### src/rtl/fir_mac_engine_pkg.sv
// Shared FIR definitions: default geometry, MAC controller state encoding and
// a lane-offset helper for flattened tap/coefficient buses.
package fir_mac_engine_pkg;

  localparam int DEF_TAPS = 8;
  localparam int DEF_DW   = 10;
  localparam int DEF_CW   = 10;

  typedef enum logic [1:0] {
    ST_IDLE,
    ST_ACC,
    ST_DONE
  } state_e;

  function automatic int lane_lsb(input int idx, input int width);
    return idx * width;
  endfunction

endpackage

### src/rtl/fir_mac_unit.sv
// Single signed multiplier feeding an accumulator register with
// synchronous clear and accumulate enable.
module fir_mac_unit #(
  parameter int DW = 10,
  parameter int CW = 10,
  parameter int AW = 23
) (
  input  logic                 clk,
  input  logic                 rst,
  input  logic                 clear,
  input  logic                 en,
  input  logic signed [DW-1:0] a,
  input  logic signed [CW-1:0] b,
  output logic signed [AW-1:0] acc
);

  logic signed [DW+CW-1:0] prod;
  logic signed [AW-1:0]    acc_d;
  logic signed [AW-1:0]    acc_q;

  assign prod = a * b;

  // Clear wins over enable so a new computation always starts from zero.
  always_comb begin
    acc_d = acc_q;
    if (clear) begin
      acc_d = '0;
    end else if (en) begin
      acc_d = acc_q + AW'(prod);
    end
  end

  always_ff @(posedge clk or posedge rst) begin
    if (rst) begin
      acc_q <= '0;
    end else begin
      acc_q <= acc_d;
    end
  end

  assign acc = acc_q;

endmodule

### src/rtl/fir_mac_engine.sv
// Time-multiplexed FIR MAC: snapshots taps and coefficients on start, then
// accumulates one tap product per cycle and publishes the sum.
module fir_mac_engine
  import fir_mac_engine_pkg::*;
#(
  parameter int TAPS = DEF_TAPS,
  parameter int DW   = DEF_DW,
  parameter int CW   = DEF_CW,
  parameter int AW   = DW + CW + $clog2(TAPS)
) (
  input  logic                   clk,
  input  logic                   rst,
  input  logic                   start,
  input  logic [TAPS*DW-1:0]     tap_data,
  input  logic [TAPS*CW-1:0]     coef,
  output logic                   busy,
  output logic                   out_valid,
  output logic signed [AW-1:0]   out_data,
  output logic                   overrun
);

  localparam int IW = $clog2(TAPS);

  state_e               state_d, state_q;
  logic [IW-1:0]        idx_d, idx_q;
  logic [TAPS*DW-1:0]   tap_snap_d, tap_snap_q;
  logic [TAPS*CW-1:0]   coef_snap_d, coef_snap_q;
  logic signed [AW-1:0] out_data_d, out_data_q;
  logic                 out_valid_d, out_valid_q;
  logic                 overrun_d, overrun_q;
  logic                 mac_clear, mac_en;
  logic signed [DW-1:0] tap_sel;
  logic signed [CW-1:0] coef_sel;
  logic signed [AW-1:0] acc;

  assign tap_sel  = tap_snap_q[lane_lsb(int'(idx_q), DW) +: DW];
  assign coef_sel = coef_snap_q[lane_lsb(int'(idx_q), CW) +: CW];

  fir_mac_unit #(
    .DW(DW),
    .CW(CW),
    .AW(AW)
  ) u_mac (
    .clk  (clk),
    .rst  (rst),
    .clear(mac_clear),
    .en   (mac_en),
    .a    (tap_sel),
    .b    (coef_sel),
    .acc  (acc)
  );

  // DONE shares the IDLE accept path so start in DONE gives back-to-back runs.
  always_comb begin
    state_d     = state_q;
    idx_d       = idx_q;
    tap_snap_d  = tap_snap_q;
    coef_snap_d = coef_snap_q;
    out_data_d  = out_data_q;
    out_valid_d = 1'b0;
    overrun_d   = 1'b0;
    mac_clear   = 1'b0;
    mac_en      = 1'b0;
    case (state_q)
      ST_IDLE: begin
        if (start) begin
          tap_snap_d  = tap_data;
          coef_snap_d = coef;
          mac_clear   = 1'b1;
          idx_d       = '0;
          state_d     = ST_ACC;
        end
      end
      ST_ACC: begin
        mac_en    = 1'b1;
        overrun_d = start;
        if (idx_q == IW'(TAPS - 1)) begin
          idx_d   = '0;
          state_d = ST_DONE;
        end else begin
          idx_d = idx_q + IW'(1);
        end
      end
      ST_DONE: begin
        out_data_d  = acc;
        out_valid_d = 1'b1;
        state_d     = ST_IDLE;
        if (start) begin
          tap_snap_d  = tap_data;
          coef_snap_d = coef;
          mac_clear   = 1'b1;
          idx_d       = '0;
          state_d     = ST_ACC;
        end
      end
      default: begin
        state_d = ST_IDLE;
      end
    endcase
  end

  always_ff @(posedge clk or posedge rst) begin
    if (rst) begin
      state_q     <= ST_IDLE;
      idx_q       <= '0;
      tap_snap_q  <= '0;
      coef_snap_q <= '0;
      out_data_q  <= '0;
      out_valid_q <= 1'b0;
      overrun_q   <= 1'b0;
    end else begin
      state_q     <= state_d;
      idx_q       <= idx_d;
      tap_snap_q  <= tap_snap_d;
      coef_snap_q <= coef_snap_d;
      out_data_q  <= out_data_d;
      out_valid_q <= out_valid_d;
      overrun_q   <= overrun_d;
    end
  end

  assign busy      = (state_q != ST_IDLE);
  assign out_valid = out_valid_q;
  assign out_data  = out_data_q;
  assign overrun   = overrun_q;

endmodule
### config.mk
export PLATFORM = sky130hd
export DESIGN_NAME = fir_mac_engine
export DESIGN_NICKNAME = d
export VERILOG_FILES = /design/src/rtl/fir_mac_engine_pkg.sv /design/src/rtl/fir_mac_unit.sv /design/src/rtl/fir_mac_engine.sv
export SDC_FILE = /design/constraint.sdc
export NUM_CORES = 1
export LEC_CHECK = 0
export ABC_AREA = 1
export CORE_UTILIZATION = 53
export DETAILED_ROUTE_END_ITERATION = 12
export HOLD_SLACK_MARGIN = 0.03
export PLACE_DENSITY = 0.77
export SLEW_MARGIN = 30
export SYNTH_ARGS = -nofsm -noshare
export SYNTH_HDL_FRONTEND = slang
export SYNTH_SLANG_ARGS = --single-unit
### constraint.sdc
create_clock -name clk -period 9.7 [get_ports clk]
set_input_delay 1.94 -clock clk [delete_from_list [all_inputs] [get_ports clk]]
set_output_delay 1.94 -clock clk [all_outputs]
set_load 0.05 [all_outputs]
# ---- Word-level counts from Yosys, hierarchy flattened
# Index checks and enable logic that the tools add are counted.
dict set report classes {
  n_addsub 2
  n_mul 2
  n_eq_ne 6
  shift 2
  n_mux 14
  reduce_logical 8
}
# op n
set op_table {}
lappend op_table {{$shiftx A80 B8 Y10} 2}
lappend op_table {{$mux W23} 2}
lappend op_table {{$add A23 B20 Y23} 1}
lappend op_table {{$mul A10 B10 Y20} 1}
lappend op_table {{$mul A3 B3 Y6 const B} 1}
lappend op_table {{$mux W1} 6}
lappend op_table {{$mux W3} 2}
lappend op_table {{$pmux W2 S3} 1}
lappend op_table {{$pmux W3 S2} 1}
lappend op_table {{$reduce_and A2 Y1} 3}
lappend op_table {{$reduce_bool A2 Y1} 3}
lappend op_table {{$mux W2} 2}
lappend op_table {{$ne A2 B2 Y1 const B} 2}
lappend op_table {{$add A3 B1 Y3 const B} 1}
lappend op_table {{$eq A3 B3 Y1 const B} 1}
lappend op_table {{$eq A2 B1 Y1 const B} 1}
lappend op_table {{$eq A2 B2 Y1 const B} 1}
lappend op_table {{$logic_not A2 Y1} 1}
lappend op_table {{$ne A2 B1 Y1 const B} 1}
lappend op_table {{$reduce_or A2 Y1} 1}
dict set report totals {
  reg_bits 213
  elab_cells 42
}

# ---- Logic depth before layout (Yosys ltp)
dict set report depth {
  depth_word 6
  depth_mapped 32
}

# ---- By module
# From an unflattened synthesis, not the netlist that was laid out.
dict set report hier_totals {
  cells_unflattened 1995
  hier_area_um2 15436.1
}
# module n_inst cells_each area_each_um2 seq_area_each_um2
set by_module_without_submodules {}
lappend by_module_without_submodules {fir_mac_engine 1 1174 9116.2 4754.6}
lappend by_module_without_submodules {fir_mac_unit 1 821 6319.8 575.6}

# ---- Worst setup path before layout
# No wires, ideal clock.
dict set report synth_path {
  path_kind {reg2reg}
  start {register idx_q[0]}
  end {register u_mac.acc_q[21] (netlist: u_mac.acc[21])}
  setup_ps 117
  t_arrival_ps 5271
  required_time_ps 9583
  path_slack_ps 4312
  path_stages_with_launch 27
  n_path_buf 2
  synth_period_minus_slack_ps 5388
  cell_sequence {dfrtp_1 buf_6 buf_6 a21oi_1 o21ai_0 o21ai_1 inv_1 o21ai_4 inv_2 nor2_2 inv_2 fa_1 fa_1 inv_1 fa_1 fa_1 inv_1 fa_1 inv_1 ha_1 nand2_1 nor3_1 nand4_1 nand3_1 nand2_1 nand3_1 nand2_1}
}
dict set report synth_between {
  elab_chain_len 6
  word_cells_on_any_way 7
  cone_classes {1 x add/sub; 2 x mul; 2 x shift; 2 x mux}
}
# element line
set synth_rtl {}
lappend synth_rtl {{from (decl)} fir_mac_engine.sv:25} ;# logic [IW-1:0] idx_d, idx_q;
lappend synth_rtl {{from (signal assigned)} fir_mac_engine.sv:113} ;# idx_q <= idx_d;
lappend synth_rtl {{$mul A3 B3 Y6 *} fir_mac_engine_pkg.sv:16} ;# return idx * width;
lappend synth_rtl {{$shiftx A80 B8 Y10 (on tied branches)} {fir_mac_engine.sv:36, fir_mac_engine.sv:37}}
lappend synth_rtl {{$mul A10 B10 Y20 *} fir_mac_unit.sv:21} ;# assign prod = a * b;
lappend synth_rtl {{$add A23 B20 Y23 *} fir_mac_unit.sv:29} ;# acc_d = acc_q + AW'(prod);
lappend synth_rtl {{$mux W23 *} fir_mac_unit.sv:28} ;# end else if (en) begin
lappend synth_rtl {{$mux W23 *} fir_mac_unit.sv:26} ;# if (clear) begin
lappend synth_rtl {{to (signal assigned)} fir_mac_unit.sv:35} ;# acc_q <= '0;
lappend synth_rtl {{to (signal assigned)} fir_mac_unit.sv:37} ;# acc_q <= acc_d;
lappend synth_rtl {{to (decl)} fir_mac_unit.sv:19} ;# logic signed [AW-1:0] acc_q;
# Mark *: on every way between the ends. The rest lies on a longest branch, timed or not. The select of a mux whose other input is x is not followed.
# A chain may end at the register's enable or synchronous reset.

# ---- Worst setup path after layout
dict set report layout_path {
  start {register idx_q[1]}
  end {register u_mac.acc_q[20] (netlist: u_mac.acc[20])}
}
# The elaborated chain is that of the path after synthesis.

==> flow_summary.yaml <==
status:
  outcome: "completed"
cts:
  cts.sinks: 213
  ctsHoldBuffers: 0
  htreeDepth: 1
  cts_resized: 0
  cts_buffer_depth: 3
  cts_buffers: 24
  post_cts_buffers: 0
  cts_root_buffer: "clkbuf_16"
  insertion_delay_ps: 550
  cts.clk_slew.worst_paths_ps: 60
  tritoncts: "built"
critical_path:
  critical_path_class: "reg -> reg"
  cp.arrival_ps: 6930
  critPathMostFrequentCell: "inv_1"
  endpoint_kind: "register"
  cp_slowest_cell: "fa_1"
  startpoint_type: "register"
  max_stage_delay_ps: 720
  cp_max_fo: 58
  worstPathCellList: "buf_4, o21ai_0, o21ai_0, inv_1, o21ai_2, nand2_1, fa_1, inv_1, fa_1, inv_1, fa_1, inv_1, fa_1, inv_1, fa_1, inv_1, ha_1, nand2_1, nor3_1, nand3b_1, nand3_1, nand2_1, nand2_1, o21ai_0"
  critPathBufInv: 7
  cp_top_family: "adder cells"
  required_ps: 10120
sta:
  worst_clock_skew_ps: 11.6
  hold_viol: 0
  post-route-period-util_pct: 67.2
  max_clock_freq_ghz: 0.153
  setup_tns_ps: 0
  worstMarginPinSlew_ps: 789
  rsz0062_at_grt: "false"
  maxSlewViolCount: 0
  setup_viol: 0
  slew_headroom_pct: 47.4
  post-route-min-period_ps: 6520
synthesis:
  synth_top_family_by_area: "adder cells"
  syn_nets: 1968
  synth_edf_count: 0
  ys.flop_type: "dfrtp_1"
  synth_cell_types: 39
  muxShareOfSynthArea_pct: 9.06
  synth-simple-area-share_pct: 13.3
  synth_xor_area_share_pct: 0.0592
  netlist_instances: 1621
  yosysWarnings: 0
  ys_ff_latch: 213
  synthArstFlopShare_pct: 100
  syn-cell-area_um2: 14800
  synth-compound-area-share_pct: 9.90
  synthAdderAreaFrac_pct: 21.7
  seq_area_frac_synth_pct: 36.0
  syn_area_per_cell_um2: 9.13
placed_design:
  hpwlAfterDp_um: 28000
  post_dp_cell_area_um2: 16800
  gp_congestion: 0.917
  portBuffers: 188
layout:
  drive_gt1_share_pct: 12.2
  postLayoutCoreUtil_pct: 65.0
  antenna_cells: 0
  area_delta_synth_final_pct: 19.3
  final_area_um2: 17700
  finalNetCount: 2127
floorplanning:
  core_um2: 27200
  die_area_um2: 28600
  initial_utilization_pct: 54.5
  die_x_um: 169
  fp-row-count: 60
  die_y_um: 169
  ios: 189
worst_hold_path:
  hold_class: "reg -> reg"
flow_run:
  drv_cap: 0
route:
  via_count: 11546
  drc: 0
  drtPass1Iterations: 8
  antenna_left: 0
  avgViaCountPerCell: 5.33
  drt_iter0_markers: 801
  post_drt_wl_per_cell_um: 17.1
  wirelength_um: 37000
global_route:
  overflow: 0
  grt_pass1_wl_um: 60800
  grt_antenna_before_repair: 0
  grt_max_degree: 138
  grt_pass1_vias: 12039
  grt_usage_pct: 27.3
-- worst register-to-register path: stages, from the launching register on --
cell and delay, ps:
dfrtp_2 480, buf_4 560, o21ai_0 190, o21ai_0 190, inv_1 80, o21ai_2 330, nand2_1 260, fa_1 720
inv_1 130, fa_1 520, inv_1 50, fa_1 510, inv_1 50, fa_1 480, inv_1 50, fa_1 470
inv_1 40, ha_1 390, nand2_1 140, nor3_1 310, nand3b_1 120, nand3_1 120, nand2_1 70, nand2_1 60
o21ai_0 80
-- metal layers --
| metal | global-route usage, % | vias to the layer above | share of wire, % |
|---|---|---|---|
| met5 | 0 | - | 0 |
| met3 | 4.19 | 78 | 6.6 |
| met2 | 47.2 | 402 | 50 |
| met4 | 9.09 | 0 | 3.1 |
| met1 | 35.2 | 5656 | 41 |
| li1 | - | 5410 | - |
-- worst paths after layout --
check | from | depth (start not counted) | to | slack (ps)
min in group asynchronous | rst | 2 | coef_snap_q[18]$_DFFE_PP0P_ | 1930
hold / removal | out_data[19]$_DFFE_PP0P_ | 2 | out_data[19]$_DFFE_PP0P_ | 470
max in group asynchronous | rst | 3 | tap_snap_q[67]$_DFFE_PP0P_ | 6600
hold reg to reg | out_data[19]$_DFFE_PP0P_ | 2 | out_data[19]$_DFFE_PP0P_ | 470
setup / recovery | idx_q[1]$_DFFE_PP0P_ | 24 | u_mac.acc[20]$_DFFE_PP0P_ | 3180
setup reg to reg | idx_q[1]$_DFFE_PP0P_ | 24 | u_mac.acc[20]$_DFFE_PP0P_ | 3180
-- cell usage after synthesis (7+ instances only) --
master / instances / area (um^2)
inv_1: 270 / 1010
nand3_1: 27 / 135
a21oi_1: 90 / 450
dfrtp_1: 213 / 5330
buf_2: 28 / 140
o22ai_1: 17 / 106
ha_1: 63 / 788
nor2_1: 177 / 664
nand2_2: 12 / 75.1
o21ai_0: 116 / 581
buf_4: 7 / 52.6
clkbuf_1: 12 / 45.0
fa_1: 121 / 2420
o21ai_1: 32 / 160
mux2_2: 117 / 1320
nand2_1: 238 / 893
buf_6: 11 / 124
inv_2: 20 / 75.1
-- layout make-up --
cell class              instances  area, um^2
flip-flops and latches        213        5340
multi-input cells            1055        8000
repair buffers                194        1960
well taps                     372         465
inverters                     292        1110
clock inverters                 7        96.3
fillers                      2300        9520
clock buffers                  34         688
-- placed cells by master, fill, tap and decap left out, types with 3 or more instances in the layout --
master           Yosys  layout
nand3_1             27      27
nand2_1            238     237
dfrtp_1            213     211
o21ai_1             32      32
nor2_2               4       5
inv_2               20      21
nor2_1             177     176
mux2_2             117     117
clkbuf_8             0       5
nand3b_1             4       4
clkbuf_1            12       5
o21ai_4              5       5
nor3_1               5       5
o21ai_0            116     116
buf_6               11       3
nand3_2              5       5
clkbuf_16            0      24
o22ai_1             17      17
ha_1                63      63
a21oi_1             90      90
inv_1              270     268
nand2_4              2       3
fa_1               121     121
nand4_1              5       5
nand2_2             12      12
clkdlybuf4s50_1      0     188
-- registers in the layout, summed over array words and instances (netlist names) --
register     count
coef_snap_q     80
idx_q            3
out_data        23
out_valid        1
overrun          1
state_q          2
tap_snap_q      80
u_mac.acc       23
-- stage by stage --
step	worst slack (ps)	hold WS (ps)	cells
final	3180	472	2167
after global routing	2730	504	2167
after CTS	2980	476	2166
after detailed placement	3050	460	2125
after global placement	3210	457	2125
after floorplan	1940	457	1621
-- kinds of logic after synthesis --
family / after synthesis
simple gates: 481
buf+inv: 353
compound gates: 271
flops: 213
fa+ha+maj: 184
mux: 118
xor+xnor: 1
Power is not shown: default switching activity piles up to over one toggle a cycle in this logic, so the estimate is an artifact.
==> RTL change, RTL diff (same flow settings) <==
`DEF_DW`: 10 -> 8.
--- a/src/rtl/fir_mac_engine_pkg.sv
+++ b/src/rtl/fir_mac_engine_pkg.sv
@@ -5,3 +5,3 @@
   localparam int DEF_TAPS = 8;
-  localparam int DEF_DW   = 10;
+  localparam int DEF_DW   = 8;
   localparam int DEF_CW   = 10;
Ports: changed (resized out_data and tap_data); port bits go from 189 to 171. The function was not compared with the original's and may differ.
==> RTL change against the original RTL <==
Wire length decreased by 20%; hold slack improved by 1.1 ps; area after synthesis fell by 16%; cell area down 15%; setup slack improved by 120 ps; global-route usage fell by 0.98 points; sequential cell count is 20 lower; critical path type unchanged.
Power is left out: the tool's default activity adds up to more than one toggle a clock period on the data nets, which glitch-free logic cannot reach.
==> RTL change: results <==
export IMPL_synthAdderAreaFrac_pct=20.69
export IMPL_drive_gt1_share_pct=13.53
export IMPL_io_buffer_count=170
export IMPL_regMostFlops="coef_snap_q"
export IMPL_route_met3_wl_um=1459
export IMPL_wl_met2_um=14290
export IMPL_syn_area_per_cell_um2=9.530
export IMPL_dpl_hpwl_um=22420
export IMPL_grt_antenna_before_repair=0
export IMPL_largestRegisters="coef_snap_q: 80 flops, tap_snap_q: 64 flops"
export IMPL_finalClockSkew_ps=15.75
export IMPL_syn_nets=1607
export IMPL_first_pass_iters=5
export IMPL_critical_path_arrival_ps=6750
export IMPL_drt_iter0_drc=514
export IMPL_clock_latency_ps=450
export IMPL_async_reset_ff_share_pct=100.0
export IMPL_stdcell_count=1784
export IMPL_min_to="out_data[13]"
export IMPL_hp_start="out_data[13]"
export IMPL_grt_max_degree=129
export IMPL_synth_commonest_cells="dfrtp_1 (193), nand2_1 (187), inv_1 (172)"
export IMPL_htree_num_levels=4
export IMPL_yosysUniqueCellTypes=38
export IMPL_num_antenna_cells=0
export IMPL_path_clk_slew_ps=80
export IMPL_cts_buffers=17
export IMPL_post_cts_buffers=0
export IMPL_grtUsageMet3_pct=4.139
export IMPL_wl_met1_um=13200
export IMPL_slew_headroom_pct=43.52
export IMPL_use_met2_pct=42.94
export IMPL_synth_compound_area_share_pct=10.30
export IMPL_drt_total_wl_um=29610
export IMPL_via_count=9505
export IMPL_grt_util_met1_pct=36.17
export IMPL_startpoint="idx_q[0]"
export IMPL_synthXorXnorAreaFrac_pct=0.07005
export IMPL_first_global_vias=9718
export IMPL_r2r_cells=19
export IMPL_status="finished clean"
export IMPL_grt_first_pass_wirelength_um=49130
export IMPL_grt_use_total_pct=26.33
export IMPL_r2r_end="u_mac.acc[15]"
export IMPL_seq_area_frac_synth_pct=38.63
export IMPL_gp_congestion=0.9462
export IMPL_worst_r2r_setup_slack_ps=3300
export IMPL_synthMuxAreaShare_pct=10.53
export IMPL_worstPathMaxFanout=63
export IMPL_synth_area_leaders="dfrtp_1 (39%), fa_1 (16%), mux2_2 (10%)"
export IMPL_clk_path_buf_depth=2
export IMPL_hold_path_class="reg -> reg"
RTL change: final cells by class:
| class | instances | area [um2] |
|---|---|---|
| Timing Repair Buffer | 179 | 1773 |
| Clock inverter | 15 | 192.7 |
| Multi-Input combinational cell | 874 | 6674 |
| Inverter | 193 | 737.0 |
| Fill cell | 1866 | 7888 |
| Tap cell | 313 | 391.6 |
| Clock buffer | 17 | 425.4 |
| Sequential cell | 193 | 4835 |
RTL change: critical path: stages, from the launching register on:
cell and delay (ps):
dfrtp_4 710, inv_2 700, nor2_1 90, o32ai_1 280, nand2_1 100, nand2_2 240
nand2_2 120, inv_2 300, fa_1 510, fa_1 510, fa_1 590, fa_1 430
ha_1 300, ha_1 360, a21oi_1 290, o21ai_0 200, nand3b_1 250, nand2_1 90
nand2_1 40, o21ai_0 150
RTL change: through the flow:
step	cell area, um2	hold WS (ps)	setup WS (ps)
finish	15030	473.0	3305
global route	15030	486.6	2779
CTS	15020	476.3	3175
detailed placement	14400	458.2	3248
global placement	14400	454.2	3271
floorplan	12500	473.9	2504
